===== src/rtl/spi_pkg.sv =====
// Shared SPI definitions: controller state encoding and default geometry.
// Any SPI block, including a slave model, can import this package.
package spi_pkg;

  typedef enum logic [1:0] {
    StIdle,
    StLead,
    StXfer,
    StTrail
  } spi_state_e;

  localparam int unsigned DefaultWidth  = 8;
  localparam int unsigned DefaultClkDiv = 2;

endpackage


===== src/rtl/spi_master_if.sv =====
// Host-side handshake plus serial pins of the SPI master.
// The master modport is the controller's view; the slave modport is the opposite side.
interface spi_master_if import spi_pkg::*; #(
  parameter int unsigned WIDTH = DefaultWidth
) ();

  logic             start;
  logic [WIDTH-1:0] masterDataIN;
  logic             cpha;
  logic [WIDTH-1:0] masterDataOUT;
  logic             busy;
  logic             done;
  logic             sclk;
  logic             cs;
  logic             mosi;
  logic             miso;

  modport master (
    input  start, masterDataIN, cpha, miso,
    output masterDataOUT, busy, done, sclk, cs, mosi
  );

  modport slave (
    output start, masterDataIN, cpha, miso,
    input  masterDataOUT, busy, done, sclk, cs, mosi
  );

endinterface


===== src/rtl/spi_clkgen.sv =====
// Half-period tick generator and sclk toggle flop for the SPI master.
// The counter free-runs only while enabled, so the first tick lands CLK_DIV cycles after enable.
module spi_clkgen import spi_pkg::*; #(
  parameter int unsigned CLK_DIV = DefaultClkDiv
) (
  input  logic clk,
  input  logic reset,
  input  logic en,
  input  logic toggle,
  output logic tick,
  output logic sclk
);

  logic [7:0] cnt_q;
  logic       sclk_q;

  assign tick = en && (cnt_q == 8'(CLK_DIV - 1));
  assign sclk = sclk_q;

  always_ff @(posedge clk or posedge reset) begin
    if (reset) begin
      cnt_q  <= '0;
      sclk_q <= 1'b0;
    end else if (!en) begin
      cnt_q <= '0;
    end else if (tick) begin
      cnt_q <= '0;
      if (toggle) sclk_q <= ~sclk_q;
    end else begin
      cnt_q <= cnt_q + 8'd1;
    end
  end

endmodule


===== src/rtl/spi_master.sv =====
// SPI master, CPOL=0, selectable CPHA per transfer, MSB first.
// One FSM owns cs/mosi/shift registers; spi_clkgen paces the sclk half-periods.
module spi_master import spi_pkg::*; #(
  parameter int unsigned CLK_DIV = DefaultClkDiv,
  parameter int unsigned WIDTH   = DefaultWidth
) (
  input  logic         clk,
  input  logic         reset,
  spi_master_if.master bus
);

  localparam int unsigned     CntW     = $clog2(2 * WIDTH);
  localparam logic [CntW-1:0] LastEdge = CntW'(2 * WIDTH - 1);

  spi_state_e       state_q;
  logic             cs_q, mosi_q, busy_q, done_q, cpha_q;
  logic [WIDTH-1:0] tx_q, rx_q, dout_q;
  logic [CntW-1:0]  edge_cnt_q;
  logic             tick, sclk, clk_en, clk_toggle;

  // LEAD is a one-cycle cs setup slot; pacing starts in XFER so edges fall at T0+1+k*CLK_DIV.
  assign clk_en     = (state_q == StXfer) || (state_q == StTrail);
  assign clk_toggle = (state_q == StXfer);

  spi_clkgen #(
    .CLK_DIV(CLK_DIV)
  ) u_clkgen (
    .clk   (clk),
    .reset (reset),
    .en    (clk_en),
    .toggle(clk_toggle),
    .tick  (tick),
    .sclk  (sclk)
  );

  always_ff @(posedge clk or posedge reset) begin
    if (reset) begin
      state_q    <= StIdle;
      cs_q       <= 1'b1;
      mosi_q     <= 1'b0;
      busy_q     <= 1'b0;
      done_q     <= 1'b0;
      cpha_q     <= 1'b0;
      tx_q       <= '0;
      rx_q       <= '0;
      dout_q     <= '0;
      edge_cnt_q <= '0;
    end else begin
      done_q <= 1'b0;
      unique case (state_q)
        StIdle: begin
          busy_q <= 1'b0;
          // done_q marks the pulse cycle, during which a new start is not taken.
          if (bus.start && !done_q) begin
            state_q    <= StLead;
            cs_q       <= 1'b0;
            busy_q     <= 1'b1;
            cpha_q     <= bus.cpha;
            rx_q       <= '0;
            edge_cnt_q <= '0;
            if (bus.cpha) begin
              tx_q   <= bus.masterDataIN;
              mosi_q <= 1'b0;
            end else begin
              tx_q   <= bus.masterDataIN << 1;
              mosi_q <= bus.masterDataIN[WIDTH-1];
            end
          end
        end
        StLead: state_q <= StXfer;
        StXfer: begin
          if (tick) begin
            if (!sclk) begin
              if (cpha_q) begin
                mosi_q <= tx_q[WIDTH-1];
                tx_q   <= tx_q << 1;
              end else begin
                rx_q <= {rx_q[WIDTH-2:0], bus.miso};
              end
            end else if (cpha_q) begin
              rx_q <= {rx_q[WIDTH-2:0], bus.miso};
            end else if (edge_cnt_q != LastEdge) begin
              mosi_q <= tx_q[WIDTH-1];
              tx_q   <= tx_q << 1;
            end
            if (edge_cnt_q == LastEdge) state_q <= StTrail;
            else                        edge_cnt_q <= edge_cnt_q + 1'b1;
          end
        end
        StTrail: begin
          if (tick) begin
            state_q <= StIdle;
            cs_q    <= 1'b1;
            mosi_q  <= 1'b0;
            done_q  <= 1'b1;
            dout_q  <= rx_q;
          end
        end
        default: state_q <= StIdle;
      endcase
    end
  end

  assign bus.cs            = cs_q;
  assign bus.mosi          = mosi_q;
  assign bus.sclk          = sclk;
  assign bus.busy          = busy_q;
  assign bus.done          = done_q;
  assign bus.masterDataOUT = dout_q;

endmodule


===== src/flat_wrapper.sv =====
// flat-port wrapper written by rule: the top's interface ports become plain ports
module spi_master_flat import spi_pkg::*;
#(
  parameter int unsigned CLK_DIV = DefaultClkDiv,
  parameter int unsigned WIDTH   = DefaultWidth
)
  (clk, reset, bus_start, bus_masterDataIN, bus_cpha, bus_miso, bus_masterDataOUT, bus_busy, bus_done, bus_sclk, bus_cs, bus_mosi);
  spi_master_if #(.WIDTH(WIDTH)) bus_i ();
  input  logic clk;
  input  logic reset;
  input wire logic [$bits(bus_i.start)-1:0] bus_start;
  input wire logic [$bits(bus_i.masterDataIN)-1:0] bus_masterDataIN;
  input wire logic [$bits(bus_i.cpha)-1:0] bus_cpha;
  input wire logic [$bits(bus_i.miso)-1:0] bus_miso;
  output wire logic [$bits(bus_i.masterDataOUT)-1:0] bus_masterDataOUT;
  output wire logic [$bits(bus_i.busy)-1:0] bus_busy;
  output wire logic [$bits(bus_i.done)-1:0] bus_done;
  output wire logic [$bits(bus_i.sclk)-1:0] bus_sclk;
  output wire logic [$bits(bus_i.cs)-1:0] bus_cs;
  output wire logic [$bits(bus_i.mosi)-1:0] bus_mosi;
  assign bus_i.start = bus_start;
  assign bus_i.masterDataIN = bus_masterDataIN;
  assign bus_i.cpha = bus_cpha;
  assign bus_i.miso = bus_miso;
  assign bus_masterDataOUT = bus_i.masterDataOUT;
  assign bus_busy = bus_i.busy;
  assign bus_done = bus_i.done;
  assign bus_sclk = bus_i.sclk;
  assign bus_cs = bus_i.cs;
  assign bus_mosi = bus_i.mosi;
  spi_master #(.CLK_DIV(CLK_DIV), .WIDTH(WIDTH)) u_core (.clk(clk), .reset(reset), .bus(bus_i));
endmodule

===== config.mk =====
export PLATFORM = sky130hd
export DESIGN_NAME = spi_master_flat
export DESIGN_NICKNAME = d
export VERILOG_FILES = /design/src/rtl/spi_pkg.sv /design/src/rtl/spi_master_if.sv /design/src/rtl/spi_clkgen.sv /design/src/rtl/spi_master.sv /design/src/flat_wrapper.sv
export SDC_FILE = /design/constraint.sdc
export NUM_CORES = 1
export LEC_CHECK = 0
export BUFFER_PORTS_ARGS = -buffer_cell sky130_fd_sc_hd__buf_2
export CAP_MARGIN = 5
export CORE_MARGIN = 1.5
export CORE_UTILIZATION = 58
export DETAILED_ROUTE_END_ITERATION = 8
export PLACE_DENSITY = 0.85
export SLEW_MARGIN = 30
export SYNTH_ARGS = -nofsm -noshare
export SYNTH_HDL_FRONTEND = slang
export SYNTH_SLANG_ARGS = --single-unit

===== constraint.sdc =====
create_clock -name clk -period 3.1 [get_ports clk]
set_clock_uncertainty 0.2 [all_clocks]
set_input_delay 0.155 -clock clk [delete_from_list [all_inputs] [get_ports clk]]
set_output_delay 0.155 -clock clk [all_outputs]
set_load 0.1 [all_outputs]

==> Word-level counts from Yosys, hierarchy flattened <==
Cells that the tools add are included.
{ "totals": {"reg_bits": 44, "output_inout_bits": 13, "word_cells": 88} }
{ "classes": {"add_sub_neg": 2, "n_eq_ne": 16, "mux": 40, "bitwise": 1, "reduce_logical": 17} }
{ "op_table": {"columns": ["cell", "n"], "rows": [
  ["$mux 8", 14],
  ["$pmux 8 s2", 2],
  ["$mux 1", 13],
  ["$mux 4", 3],
  ["$ne 3x2->1 const B", 3],
  ["$add 8x1->8 const B", 1],
  ["$eq 8x1->1 const B", 1],
  ["$mux 2", 4],
  ["$pmux 2 s4", 1],
  ["$pmux 4 s2", 1],
  ["$reduce_and 4->1", 2],
  ["$reduce_and 7->1", 1],
  ["$ne 2x1->1 const B", 3],
  ["$ne 3x3->1 const B", 2],
  ["$reduce_and 3->1", 2],
  ["$reduce_and 6->1", 1],
  ["$reduce_and 5->1", 1],
  ["$add 4x1->4 const B", 1],
  ["$eq 2x2->1 const B", 2],
  ["$eq 4x4->1 const B", 1],
  ["$ne 2x2->1 const B", 2],
  ["$ne 4x4->1 const B", 1],
  ["$reduce_and 2->1", 2],
  ["$reduce_bool 2->1", 2],
  ["9 further kinds", 10]
]} }

==> Depth between registers and ports, before layout <==
{ "logic_depth": {"word_depth": 6, "ltp_mapped": 8, "depth_no_buf": 6} }

==> Hierarchy <==
From an unflattened synthesis, not the netlist that was laid out.
{ "hier_totals": {"hier_cells": 216, "hier_area_um2": 2219.6} }
{ "modules_own_cells": {"columns": ["module", "n_inst", "cells_each", "area_per_inst_um2"], "rows": [
  ["spi_master", 1, 171, 1780.5],
  ["spi_clkgen", 1, 45, 439.2]
]} }

==> Worst setup path before layout <==
OpenSTA, ideal clock, no wires.
{ "synth_timing": {"path_kind": "register to register", "start": "register u_core.u_clkgen.sclk_q, in the netlist u_core.u_clkgen.sclk", "end": "register u_core.tx_q[0]", "arrival_time_ns": 2.054, "path_slack_ns": 0.721, "stages_incl_launch_ff": 6, "n_path_buf": 1, "synth_period_minus_slack_ns": 2.379, "cell_sequence": "dfrtp_1 nor2b_1 a211oi_1 or3_1 buf_6 mux2_4"} }
{ "synth_between": {"elab_chain_cells": 3, "elab_cells_between_ends": 6, "cone_classes": "eq/ne: 2; mux: 3; reduce/logical: 1"} }
{ "synth_lines": {"columns": ["item", "line_no", "rtl"], "rows": [
  ["from (decl)", "spi_clkgen.sv:15", "logic sclk_q;"],
  ["from (signal assigned)", "spi_clkgen.sv:28", "if (toggle) sclk_q <= ~sclk_q;"],
  ["$mux 8", "spi_master.sv:73", "if (!sclk) begin"],
  ["$mux 8", "spi_master.sv:72", "if (tick) begin"],
  ["$pmux 8 s2", "spi_master.sv:50", "unique case (state_q)"],
  ["to (signal assigned)", "spi_master.sv:62", "tx_q <= bus.masterDataIN;"],
  ["to (signal assigned)", "spi_master.sv:76", "tx_q <= tx_q << 1;"],
  ["to (signal assigned)", "spi_master.sv:84", "tx_q <= tx_q << 1;"],
  ["to (decl)", "spi_master.sv:17", "logic [WIDTH-1:0] tx_q, rx_q, dout_q;"]
]} }
Parallel ways exist; a longest one is shown, timed or not. The select of a mux whose other input is x is not followed.
A chain may end at the register's enable or synchronous reset.

==> Final worst setup path <==
{ "layout_timing": {"start": "register u_core.state_q[0]", "end": "register u_core.tx_q[5]"} }
{ "layout_between": {"elab_chain_cells": 5, "elab_cells_between_ends": 13, "cone_classes": "eq/ne: 7; mux: 1; reduce/logical: 5"} }
{ "layout_lines": {"columns": ["item", "line_no", "rtl"], "rows": [
  ["from (decl)", "spi_master.sv:15", "spi_state_e state_q;"],
  ["from (signal assigned)", "spi_master.sv:38", "state_q <= StIdle;"],
  ["from (signal assigned)", "spi_master.sv:55", "state_q <= StLead;"],
  ["from (signal assigned)", "spi_master.sv:70", "StLead: state_q <= StXfer;"],
  ["$eq 2x2->1, on equally long branches", "spi_master.sv:22, spi_master.sv:50", null],
  ["$logic_or 1x1->1", "spi_master.sv:22", "assign clk_en = (state_q == StXfer) || (state_q == StTrail);"],
  ["$logic_and 1x1->1", "spi_clkgen.sv:17", "assign tick = en && (cnt_q == 8'(CLK_DIV - 1));"],
  ["$ne 2x1->1 (no line)", null, null],
  ["$reduce_and 6->1 (no line)", null, null],
  ["to (signal assigned)", "spi_master.sv:62", null],
  ["to (signal assigned)", "spi_master.sv:65", "tx_q <= bus.masterDataIN << 1;"],
  ["to (signal assigned)", "spi_master.sv:76", null]
]} }
Parallel ways exist; a longest one is shown, timed or not.

==> key figures <==
Floorplanning
  • Initial Util: 60.9%
  • Placement row count: 22
  • Die area: around 4300 um^2
  • # IOs: 26
  • Die width: roughly 65 um
  • Core area: roughly 3700 um^2
  • Die Height: between 60 and 70 um

Clocking
  • Clock tree buffer depth: 2
  • Clk slew on worst S/H paths: around 0.080 ns
  • Clk Latency, worst-skew pair: roughly 0.30 ns
  • Clock sink count: between 40 and 50
  • CTS Buf Count: 5
  • H-tree depth: 2
  • CTS root buf: clkbuf_8
  • Setup Buffers After CTS: 0
  • CTS tree: yes

Worst hold path
  • Hold Crit Class: input port to flip-flop
  • Hold Path Stages: 3
  • Worst Hold End: u_core.bus.busy
  • Hold wc startpoint: bus_start

Placement
  • DP Wirelength: between 2000 and 3000 um
  • Worst slack at placement: around 0.48 ns
  • Routability cong.: 0.811
  • Port Buffer Count: 25

Drt
  • Final wirelength: 4080 um
  • DR top layer: met4
  • Drt pass-1 iters: 4
  • Wire per inst: about 15 um
  • Via-to-Cell Ratio: 5.57
  • Wl on met1: about 1800 um
  • DRC: 0
  • Antenna Violating Nets Remaining: 0
  • Met2 Wirelength: 1990 um
  • Met3 WL post-DR: roughly 200 um
  • Via count of the routed design: 1565
  • Initial drt markers: 105

Critical path
  • Reg2reg setup slack: ~0.45 ns
  • Critical path launch point type: flip-flop
  • Crit path DAT: roughly 2.6 ns
  • Setup CP Type: flip-flop to flip-flop
  • Worst-path fanout max: 9
  • Max stage delay on crit path: ~0.6 ns
  • Crit path capture type: flip-flop
  • Critical path, cell by cell: inv_1 -> ha_1 -> inv_1 -> o21a_1 -> or3_1 -> mux2_4
  • CP most frequent cell: inv_1
  • Required @ worst endpoint: approximately 3.1 ns
  • Slowest CP cell: or3_1
  • Worst reg2reg path depth: 6
  • Reg-to-Reg End: u_core.tx_q[5]
  • Critical register-to-register path startpoint: u_core.state_q[0]

Synthesis
  • Synthesized net count: roughly 230
  • Syn_area_per_cell: 11.1 um^2
  • EDFF count, synth: 0
  • Synth warnings: 0
  • Post-Syn Area: ~2300 um^2
  • Cell variety after synth: between 40 and 50
  • Register area share after synthesis: approximately half
  • Number of synthesized register bits: 44
  • Async SR Flop Fraction: between 90% and 100%
  • Main synth FF type: dfrtp_1
  • Gate Count Post-Synth: 204

Flow run
  • Max cap viols: 0

STA
  • Highest clock rate: approximately 0.38 GHz
  • Tcrit/Tclk final: a little under nine tenths
  • Min Clock Period, post-route: about 2.6 ns
  • Final WS setup: approximately 0.45 ns
  • Slew headroom: a little under three fifths
  • Slew Limit Fails: 0
  • Worst-margin pin slew: around 0.63 ns
  • RSZ-0062 raised after global routing: false
  • Final hold vios: 0
  • Sum Neg Setup Slack: 0 ns
  • Final setup fails: 0

Run status
  • Run status: complete, no violations

GRT
  • Initial antenna violation count: 0
  • First-pass GRT wire length: 6910 um
  • Vias in the first global route: about 1500
  • Largest net degree at the start of global routing: 45
  • Grt ovf: 0
  • GRT Total Usage: between 20% and 30%

Finish
  • Most frequent cells in the layout: dfrtp_1, buf_2, nand2_1, inv_1, mux2i_1
  • Layout net count: 253
  • Share of layout cells above drive strength 1: 26.6%
  • # diodes: 0
  • Synthesis-to-finish area growth: 12.1%
  • Commonest non-fill, non-tap cell in the layout: dfrtp_1
==> timing repair <==
action | CTS | global route
endpoints found under the setup margin | 0 | 0
hold buffers | 2 | 0
endpoints found under the hold margin | 44 | 0
resized for setup | 0 | 0
==> cell usage after synthesis (2+ instances only) <==
master | count | area, um^2
nor2b_1 | 2 | 12.5
nand2_1 | 19 | 71.3
ha_1 | 8 | 100
clkbuf_1 | 3 | 11.3
nor2_1 | 9 | 33.8
o21ai_0 | 11 | 55.1
mux2_2 | 10 | 113
a21oi_2 | 2 | 17.5
inv_1 | 18 | 67.6
dfrtp_1 | 43 | 1080
a31oi_1 | 3 | 18.8
nand3_1 | 7 | 35.0
xnor2_1 | 2 | 17.5
mux2_4 | 8 | 120
xor2_1 | 5 | 43.8
a21oi_1 | 7 | 35.0
mux2i_1 | 17 | 170
and3_1 | 3 | 18.8
==> area by class of cell <==
class | count | area (um^2)
well taps | 48 | 60.1
clock inverters | 2 | 15.0
clock buffers | 6 | 82.6
inverters | 18 | 67.6
fillers | 282 | 1180
repair buffers | 29 | 160
multi-input cells | 134 | 1050
flip-flops and latches | 44 | 1100
==> state kept, by name, indices dropped and copies added, names as in the netlist <==
signal                    cells
u_core.bus.busy               1
u_core.bus.cs                 1
u_core.bus.done               1
u_core.bus.masterDataOUT      8
u_core.bus.mosi               1
u_core.cpha_q                 1
u_core.edge_cnt_q             4
u_core.rx_q                   8
u_core.state_q                2
u_core.tx_q                   8
u_core.u_clkgen.cnt_q         8
u_core.u_clkgen.sclk          1
==> worst max-delay path: cells and delay by family, from the launching register on <==
family	cells	cell delay [ns]
adders and majority gates	1	0.35
AOI/OAI and AO/OA	1	0.25
and+or+nand+nor	1	0.60
muxes	1	0.38
buffers and inverters	2	0.33
DFF	1	0.42
==> cell families (layout without fill, tap and decap cells) <==
group	after synthesis	count (layout)	share of synthesized area, %
buf+inv	26	55	4.92
compound gates	33	33	9.35
flops	44	44	48.7
fa+ha+maj	8	8	4.42
mux	35	35	17.8
simple gates	51	51	12.1
xor+xnor	7	7	2.71
==> worst max-delay path by stage <==
stage,start,end,slack [ns]
floorplan,u_core.u_clkgen.sclk,u_core.tx_q[0],0.72
global placement,u_core.state_q[0],u_core.tx_q[4],0.59
detailed placement,u_core.state_q[0],u_core.tx_q[5],0.48
CTS,u_core.state_q[0],u_core.tx_q[5],0.46
global route,u_core.state_q[0],u_core.tx_q[5],0.35
finish,u_core.state_q[0],u_core.tx_q[5],0.45
==> layer usage <==
layer  track usage (%)  vias up
li1                  -      760
met1              27.6      752
met2              36.9       47
met3              5.31        6
met4              8.59        0
met5                 0        -
==> per-stage QoR <==
| step | cell area [um^2] | utilization (%) | instances | hold WS [ns] |
|---|---|---|---|---|
| floorplan | 2260 | - | 204 | 0.0921 |
| global placement | 2420 | 65.1 | 271 | 0.109 |
| detailed placement | 2420 | 65.1 | 271 | 0.118 |
| CTS | 2540 | 68.2 | 281 | 0.0170 |
| global route | 2540 | 68.2 | 281 | 0.0546 |
| finish | 2540 | 68.2 | 281 | 0.0167 |
Power is not shown: default switching activity piles up to over one toggle a cycle in this logic, so the estimate is an artifact.
